### src/rtl/reset_sequencer_if.sv
// Lock/request inputs and staged reset outputs of the reset sequencer.
// The sequencer side owns the reset outputs and the slave side drives lock and request.
interface reset_sequencer_if #(
    parameter int NUM_STAGES = 4
);
    logic                  pll_locked;
    logic                  sw_rst_req;
    logic [NUM_STAGES-1:0] stage_rst_n;
    logic                  seq_done;
    logic [7:0]            lock_loss_cnt;
    logic [1:0]            seq_state;

    modport master (
        input  pll_locked,
        input  sw_rst_req,
        output stage_rst_n,
        output seq_done,
        output lock_loss_cnt,
        output seq_state
    );

    modport slave (
        output pll_locked,
        output sw_rst_req,
        input  stage_rst_n,
        input  seq_done,
        input  lock_loss_cnt,
        input  seq_state
    );
endinterface

### src/rtl/reset_sequencer.sv
// Releases staged resets in order once PLL lock is stable; re-asserts all on lock loss or sw request.
// Latency: lock seen 2 edges after pll_locked, all outputs registered; no backpressure.
module reset_sequencer #(
    parameter int NUM_STAGES         = 4,
    parameter int LOCK_STABLE_CYCLES = 1024,
    parameter int STAGE_DELAY        = 256,
    parameter int SW_HOLD_CYCLES     = 16,
    parameter int CNT_W              = 16
) (
    input  logic                     clk,
    input  logic                     rst_n,
    reset_sequencer_if.master        seq_if
);
    localparam int IDX_W = (NUM_STAGES > 1) ? $clog2(NUM_STAGES) : 1;
    localparam logic [CNT_W-1:0] LOCK_LAST  = CNT_W'(LOCK_STABLE_CYCLES - 1);
    localparam logic [CNT_W-1:0] DELAY_LAST = CNT_W'(STAGE_DELAY - 1);
    localparam logic [CNT_W-1:0] HOLD_LAST  = CNT_W'(SW_HOLD_CYCLES - 1);
    localparam logic [IDX_W-1:0] IDX_LAST   = IDX_W'(NUM_STAGES - 1);

    typedef enum logic [1:0] {
        ST_LOCK    = 2'd0,
        ST_RELEASE = 2'd1,
        ST_DONE    = 2'd2,
        ST_HOLD    = 2'd3
    } state_t;

    state_t                state_q, state_d;
    logic                  sync1_q, sync2_q;
    logic [CNT_W-1:0]      cnt_q, cnt_d;
    logic [IDX_W-1:0]      idx_q, idx_d;
    logic [NUM_STAGES-1:0] stage_q, stage_d;
    logic                  done_q, done_d;
    logic [7:0]            llc_q, llc_d;
    logic                  lock_loss;

    // pll_locked is asynchronous to clk
    always_ff @(posedge clk or negedge rst_n) begin
        if (!rst_n) begin
            sync1_q <= 1'b0;
            sync2_q <= 1'b0;
        end else begin
            sync1_q <= seq_if.pll_locked;
            sync2_q <= sync1_q;
        end
    end

    always_ff @(posedge clk or negedge rst_n) begin
        if (!rst_n) begin
            state_q <= ST_LOCK;
            cnt_q   <= '0;
            idx_q   <= '0;
            stage_q <= '0;
            done_q  <= 1'b0;
            llc_q   <= '0;
        end else begin
            state_q <= state_d;
            cnt_q   <= cnt_d;
            idx_q   <= idx_d;
            stage_q <= stage_d;
            done_q  <= done_d;
            llc_q   <= llc_d;
        end
    end

    assign lock_loss = !sync2_q && (state_q == ST_RELEASE || state_q == ST_DONE);

    always_comb begin
        state_d = state_q;
        cnt_d   = cnt_q;
        idx_d   = idx_q;
        stage_d = stage_q;
        done_d  = done_q;
        llc_d   = llc_q;

        if (lock_loss) begin
            if (llc_q != 8'hFF) llc_d = llc_q + 8'd1;
            stage_d = '0;
            done_d  = 1'b0;
            cnt_d   = '0;
            idx_d   = '0;
            state_d = ST_LOCK;
        end

        // A software request overrides a simultaneous lock loss, which is still counted above
        if (seq_if.sw_rst_req) begin
            stage_d = '0;
            done_d  = 1'b0;
            cnt_d   = '0;
            idx_d   = '0;
            state_d = ST_HOLD;
        end else if (!lock_loss) begin
            unique case (state_q)
                ST_LOCK: begin
                    if (!sync2_q) begin
                        cnt_d = '0;
                    end else if (cnt_q == LOCK_LAST) begin
                        cnt_d   = '0;
                        idx_d   = '0;
                        state_d = ST_RELEASE;
                    end else begin
                        cnt_d = cnt_q + CNT_W'(1);
                    end
                end
                ST_RELEASE: begin
                    if (cnt_q == DELAY_LAST) begin
                        stage_d[idx_q] = 1'b1;
                        idx_d          = idx_q + IDX_W'(1);
                        cnt_d          = '0;
                        if (idx_q == IDX_LAST) begin
                            state_d = ST_DONE;
                            done_d  = 1'b1;
                        end
                    end else begin
                        cnt_d = cnt_q + CNT_W'(1);
                    end
                end
                ST_DONE: begin
                end
                ST_HOLD: begin
                    if (cnt_q == HOLD_LAST) begin
                        cnt_d   = '0;
                        state_d = ST_LOCK;
                    end else begin
                        cnt_d = cnt_q + CNT_W'(1);
                    end
                end
                default: state_d = ST_LOCK;
            endcase
        end
    end

    assign seq_if.stage_rst_n   = stage_q;
    assign seq_if.seq_done      = done_q;
    assign seq_if.lock_loss_cnt = llc_q;
    assign seq_if.seq_state     = state_q;
endmodule

### src/flat_wrapper.sv
// flat-port wrapper written by rule: the top's interface ports become plain ports
module reset_sequencer_flat 
#(
    parameter int NUM_STAGES         = 4,
    parameter int LOCK_STABLE_CYCLES = 1024,
    parameter int STAGE_DELAY        = 256,
    parameter int SW_HOLD_CYCLES     = 16,
    parameter int CNT_W              = 16
)
  (clk, rst_n, seq_if_pll_locked, seq_if_sw_rst_req, seq_if_stage_rst_n, seq_if_seq_done, seq_if_lock_loss_cnt, seq_if_seq_state);
  reset_sequencer_if #(.NUM_STAGES(NUM_STAGES)) seq_if_i ();
  input  logic clk;
  input  logic rst_n;
  input wire logic [$bits(seq_if_i.pll_locked)-1:0] seq_if_pll_locked;
  input wire logic [$bits(seq_if_i.sw_rst_req)-1:0] seq_if_sw_rst_req;
  output wire logic [$bits(seq_if_i.stage_rst_n)-1:0] seq_if_stage_rst_n;
  output wire logic [$bits(seq_if_i.seq_done)-1:0] seq_if_seq_done;
  output wire logic [$bits(seq_if_i.lock_loss_cnt)-1:0] seq_if_lock_loss_cnt;
  output wire logic [$bits(seq_if_i.seq_state)-1:0] seq_if_seq_state;
  assign seq_if_i.pll_locked = seq_if_pll_locked;
  assign seq_if_i.sw_rst_req = seq_if_sw_rst_req;
  assign seq_if_stage_rst_n = seq_if_i.stage_rst_n;
  assign seq_if_seq_done = seq_if_i.seq_done;
  assign seq_if_lock_loss_cnt = seq_if_i.lock_loss_cnt;
  assign seq_if_seq_state = seq_if_i.seq_state;
  reset_sequencer #(.NUM_STAGES(NUM_STAGES), .LOCK_STABLE_CYCLES(LOCK_STABLE_CYCLES), .STAGE_DELAY(STAGE_DELAY), .SW_HOLD_CYCLES(SW_HOLD_CYCLES), .CNT_W(CNT_W)) u_core (.clk(clk), .rst_n(rst_n), .seq_if(seq_if_i));
endmodule
### config.mk
export PLATFORM = sky130hd
export DESIGN_NAME = reset_sequencer_flat
export DESIGN_NICKNAME = d
export VERILOG_FILES = /design/src/rtl/reset_sequencer_if.sv /design/src/rtl/reset_sequencer.sv /design/src/flat_wrapper.sv
export SDC_FILE = /design/constraint.sdc
export NUM_CORES = 1
export LEC_CHECK = 0
export CELL_PAD_IN_SITES_DETAIL_PLACEMENT = 0
export CELL_PAD_IN_SITES_GLOBAL_PLACEMENT = 2
export CORE_AREA = 2 2 85 87
export CTS_CLUSTER_DIAMETER = 150
export DETAILED_ROUTE_END_ITERATION = 12
export DIE_AREA = 0 0 87 89
export PLACE_DENSITY_LB_ADDON = 0.15
export SETUP_SLACK_MARGIN = 0.1
export SYNTH_ARGS = -nofsm -noshare
export SYNTH_HDL_FRONTEND = slang
export SYNTH_SLANG_ARGS = --single-unit
### constraint.sdc
create_clock -name clk -period 2.4 [get_ports clk]
set_clock_uncertainty 0.15 [all_clocks]
set_input_delay 0.48 -clock clk [delete_from_list [all_inputs] [get_ports clk]]
set_output_delay 0.48 -clock clk [all_outputs]
set_load 0.01 [all_outputs]
# After elaboration in Yosys (flattened, before gate mapping)
# Cells that the tools add are included.
# word_totals
out_inout_bits,15
inputBits,4
regBits,35
# op_classes
bitwise_logic,1
reduce_logical,6
add_sub_neg,3
eq_ne,8
magnitude_cmp,2
muxes,37
# ops
op,count
16-bit 2-to-1 mux,7
16-bit one-hot mux with 3 select lines,1
2-bit 2-to-1 mux,14
4-bit 2-to-1 mux,5
"16-bit by 1-bit adder with 16-bit output, second input constant",1
"16-bit by 10-bit equality test with 1-bit output, second input constant",1
"16-bit by 4-bit equality test with 1-bit output, second input constant",1
"16-bit by 8-bit equality test with 1-bit output, second input constant",1
"8-bit by 1-bit adder with 8-bit output, second input constant",1
"8-bit != test, second input constant",1
1-bit 2-to-1 mux,7
"2-bit equality test, second input constant",3
2-bit one-hot mux with 3 select lines,1
4-bit OR,1
2-bit one-hot mux with 2 select lines,1
"2-bit by 3-bit < comparator with 1-bit output, second input constant",1
"2-bit by 1-bit adder with 2-bit output, second input constant",1
1-bit demux with 2-bit select,1
"2-bit by 1-bit equality test with 1-bit output, second input constant",1
"2-bit by 1-bit >= comparator with 1-bit output, second input constant",1
1-bit logical AND,2
2-bit logical NOT,1
2-bit AND reduction,1
1-bit logical NOT,1
1-bit logical OR,1

# Logic depth before layout (Yosys ltp)
# depth
depth_word,9
ltp_mapped,7
depth_no_buf,6

# Worst setup path before layout
# OpenSTA, ideal clock, no wires.
# synth_timing
path_type,flip-flop to flip-flop
startpoint,"reg u_core.state_q[0], in the netlist u_core.seq_if.seq_state[0]"
endpoint,reg u_core.cnt_q[9]
arrival_time_ps,1804
slack_ps,373
path_stages_with_launch,8
period_less_slack_ps,2027
path_cell_list,dfrtp_1 > inv_1 > ha_1 > nor2b_1 > nor2_1 > nand3_1 > buf_4 > a21oi_2
# synth_via
elab_chain_cells,7
# synth_rtl
item,line_no,rtl
"start, declared",reset_sequencer.sv:27,"state_t state_q, state_d;"
"start signal, assigned",reset_sequencer.sv:56,state_q <= state_d;
2-bit by 1-bit equality test with 1-bit output or 2-bit equality test (tied branches),"reset_sequencer.sv:65, reset_sequencer.sv:92",
1-bit logical OR,reset_sequencer.sv:65,assign lock_loss = !sync2_q && (state_q == ST_RELEASE || state_q == ST_DONE);
1-bit logical AND,reset_sequencer.sv:65,
16-bit 2-to-1 mux,reset_sequencer.sv:75,if (lock_loss) begin
16-bit one-hot mux with 3 select lines,reset_sequencer.sv:92,unique case (state_q)
16-bit 2-to-1 mux (*),reset_sequencer.sv:91,end else if (!lock_loss) begin
16-bit 2-to-1 mux (*),reset_sequencer.sv:85,if (seq_if.sw_rst_req) begin
net u_core.cnt_d[9],reset_sequencer.sv:29,"logic [CNT_W-1:0] cnt_q, cnt_d;"
"end signal, assigned",reset_sequencer.sv:57,cnt_q <= cnt_d;
"end, declared",reset_sequencer.sv:29,
# Mark *: on every way through the listed nets, which the timed path passes. The rest lies on a longest branch.
# A chain may end at the register's enable or synchronous reset.

# Final worst setup path
# layout_timing
startpoint,"reg u_core.state_q[1], in the netlist u_core.seq_if.seq_state[1]"
endpoint,reg u_core.cnt_q[0]
# The elaborated chain is that of the path after synthesis.

==> metrics.txt <==
Main synth FF type=dfrtp_1; MaxCap Viol Count=0; Rel. slew slack=0.454; setup TNS=0 ps; CTS tree=yes; FMAX=0.463 GHz; GR Overflow Total=0; worst reg2reg startpoint=u_core.seq_if.seq_state[1]; Slew @ Worst Pin=820 ps; area leader, netlist=dfrtp_1; fin nets=225; worst hold slack=120 ps; synth warn=0; Final period util=0.900; Crit Path Category=flop to flop; CP arrival=2180 ps; Synth area leaders=dfrtp_1 44%, xnor2_1 6.6%, ha_1 6.3%, a21oi_2 4.4%, nand4_1 3.1%; io pins=19; DRC=0; CTS max path bufs=2; Hold Buf Count CTS=0; worst-path maximum fanout=16; Final Hold Viols=0; Post-CTS Setup Repair Bufs=0; largest net degree at the start of global routing=36; leak pwr=0.000935 uW; Clk pin slew, worst setup/hold paths=80 ps; Final ANT Viol Nets=0; Starting Density=0.298; post-synthesis cell count=189; DR WL/cell=15.7 microns; Worst VDD drop=0.000445 V; Pwr Density=887 nW/um^2; slowest cell delay on critical path=440 ps; DR pass1 iterations=4; share of cells above drive strength 1=0.151; Yosys reg bits=35; Pwr Total=2120 uW; Hold WC Path Type=primary input to async pin; Die X=87 microns; antenna violations before repair=0; RSZ-0062 raised after global routing=yes; Mapped Area=2000 sq um; register area=876 sq um; CTS H-tree lvls=2; crit end category=flop; top cell type's share of synthesized area=0.438; total die area=7740 sq um; Tot GR Track Use=0.132; HPWL Detailed=3160 microns; vias in the first global route=1548; via count=1501; Slew Limit Fails=0; register area share after synthesis=0.438; final worst path period need=2160 ps; CP Cell Sequence=inv_1, ha_1, nor2b_1, nor2_1, a32oi_4, buf_4, a21oi_1; GP Congestion=0.819; die height=89 microns; IO Port Bufs=18; final setup fails=0; Layout area overhead=19.6%; worst skew pair latency=290 ps; setup slack, reg-to-reg=240 ps; crit path max-delay cell type=dfrtp_1; CP Data Required Time=2420 ps; Avg Inst Size Synth=10.6 sq um; CTS root buffer=clkbuf_8; r2r endpoint=u_core.cnt_q[0]; DRT iter0 DRCs=80; Row Count=30; Num Clock Sinks=35; multi-input logic area=1040 sq um; CTS buffer count=5; Post-synth top cells=35 x dfrtp_1, 15 x xnor2_1, 14 x nor2_1; Synth Net Count=203; first-pass GRT wire length=7800 microns; ant diodes=0; Final Util=0.356; Core Region=6720 sq um; status=completed; number of synthesized flops with an enable pin=0; final WL=4590 microns; post-DR vias/cell=5.14; Startpoint Class=flop; Unique masters post-synth=43; post-synthesis async set-or-reset flop share=1.00; fill count=680; Resized cells post-CTS=0; R2R depth=7; most frequent cell after synthesis=dfrtp_1
[layout make-up]
class / count / share of cell area
clock buffers: 5 / 0.0288
clock inverters: 3 / 0.0283
inverters: 8 / 0.0126
multi-input cells: 139 / 0.436
flip-flops and latches: 35 / 0.366
well taps: 80 / 0.0419
repair buffers: 22 / 0.0858
[logic make-up (layout without fill, tap and decap cells)]
| logic type | count (synthesis) | count (layout) | synth area share |
|---|---|---|---|
| buffers and inverters | 15 | 38 | 0.0432 |
| AO/OA/AOI/OAI | 35 | 35 | 0.131 |
| AND/OR/NAND/NOR | 70 | 70 | 0.218 |
| multiplexers | 2 | 2 | 0.0106 |
| adder cells (fa/ha/maj) | 10 | 10 | 0.0626 |
| flip-flops | 35 | 35 | 0.438 |
| XOR/XNOR | 22 | 22 | 0.0964 |
[stage by stage]
step	cell area (sq um)	instances	setup slack, ps
after global routing	2390	292	98.5
after floorplan	2000	189	373
after global placement	2250	284	259
after CTS	2380	292	263
final	2390	292	240
after detailed placement	2250	284	256
[cells in the final DEF, fill, tap and decap left out, types with 8 or more instances in the layout]
cell	n
clkdlybuf4s50_1	17
xnor2_1	15
ha_1	10
a21oi_2	10
nor2_1	14
a21oi_1	9
nand3_1	8
inv_1	8
nand4_1	10
dfrtp_1	35
[metal layers]
metal | global-route usage | vias up | routed length, microns
li1 | - | 730 | -
met1 | 0.174 | 736 | 2160
met2 | 0.214 | 29 | 2210
met3 | 0.0277 | 6 | 136
met4 | 0.0511 | 0 | 77
met5 | 0 | - | 0
[critical path, delay by kind of cell (launching register included)]
family | cells | cell delay [ps]
buffers and inverters | 2 | 380
adder cells (fa/ha/maj) | 1 | 310
flip-flops | 1 | 440
AO/OA/AOI/OAI | 2 | 290
AND/OR/NAND/NOR | 2 | 460
[flip-flops by register name (all words and copies together) (netlist names)]
signal / cells
u_core.seq_if.seq_done: 1
u_core.idx_q: 2
u_core.seq_if.stage_rst_n: 4
u_core.sync1_q: 1
u_core.sync2_q: 1
u_core.cnt_q: 16
u_core.seq_if.seq_state: 2
u_core.seq_if.lock_loss_cnt: 8
[power breakdown]
part           switching, uW  internal [uW]
Sequential              96.6            664
Combinational            391            319
Clock                    236            414
Total                    724           1400
[worst max-delay path by stage]
stage	startpoint	endpoint	slack [ps]	depth (start not counted)
2_1_floorplan	u_core.seq_if.seq_state[0]	u_core.cnt_q[9]	370	7
3_3_place_gp	u_core.seq_if.seq_state[1]	u_core.cnt_q[15]	260	7
3_5_place_dp	seq_if_sw_rst_req	u_core.cnt_q[0]	260	5
4_1_cts	u_core.seq_if.seq_state[0]	u_core.cnt_q[0]	260	7
5_1_grt	u_core.seq_if.seq_state[0]	u_core.cnt_q[15]	100	7
6_report	u_core.seq_if.seq_state[1]	u_core.cnt_q[0]	240	7
Power figures use the tool's default switching activity.
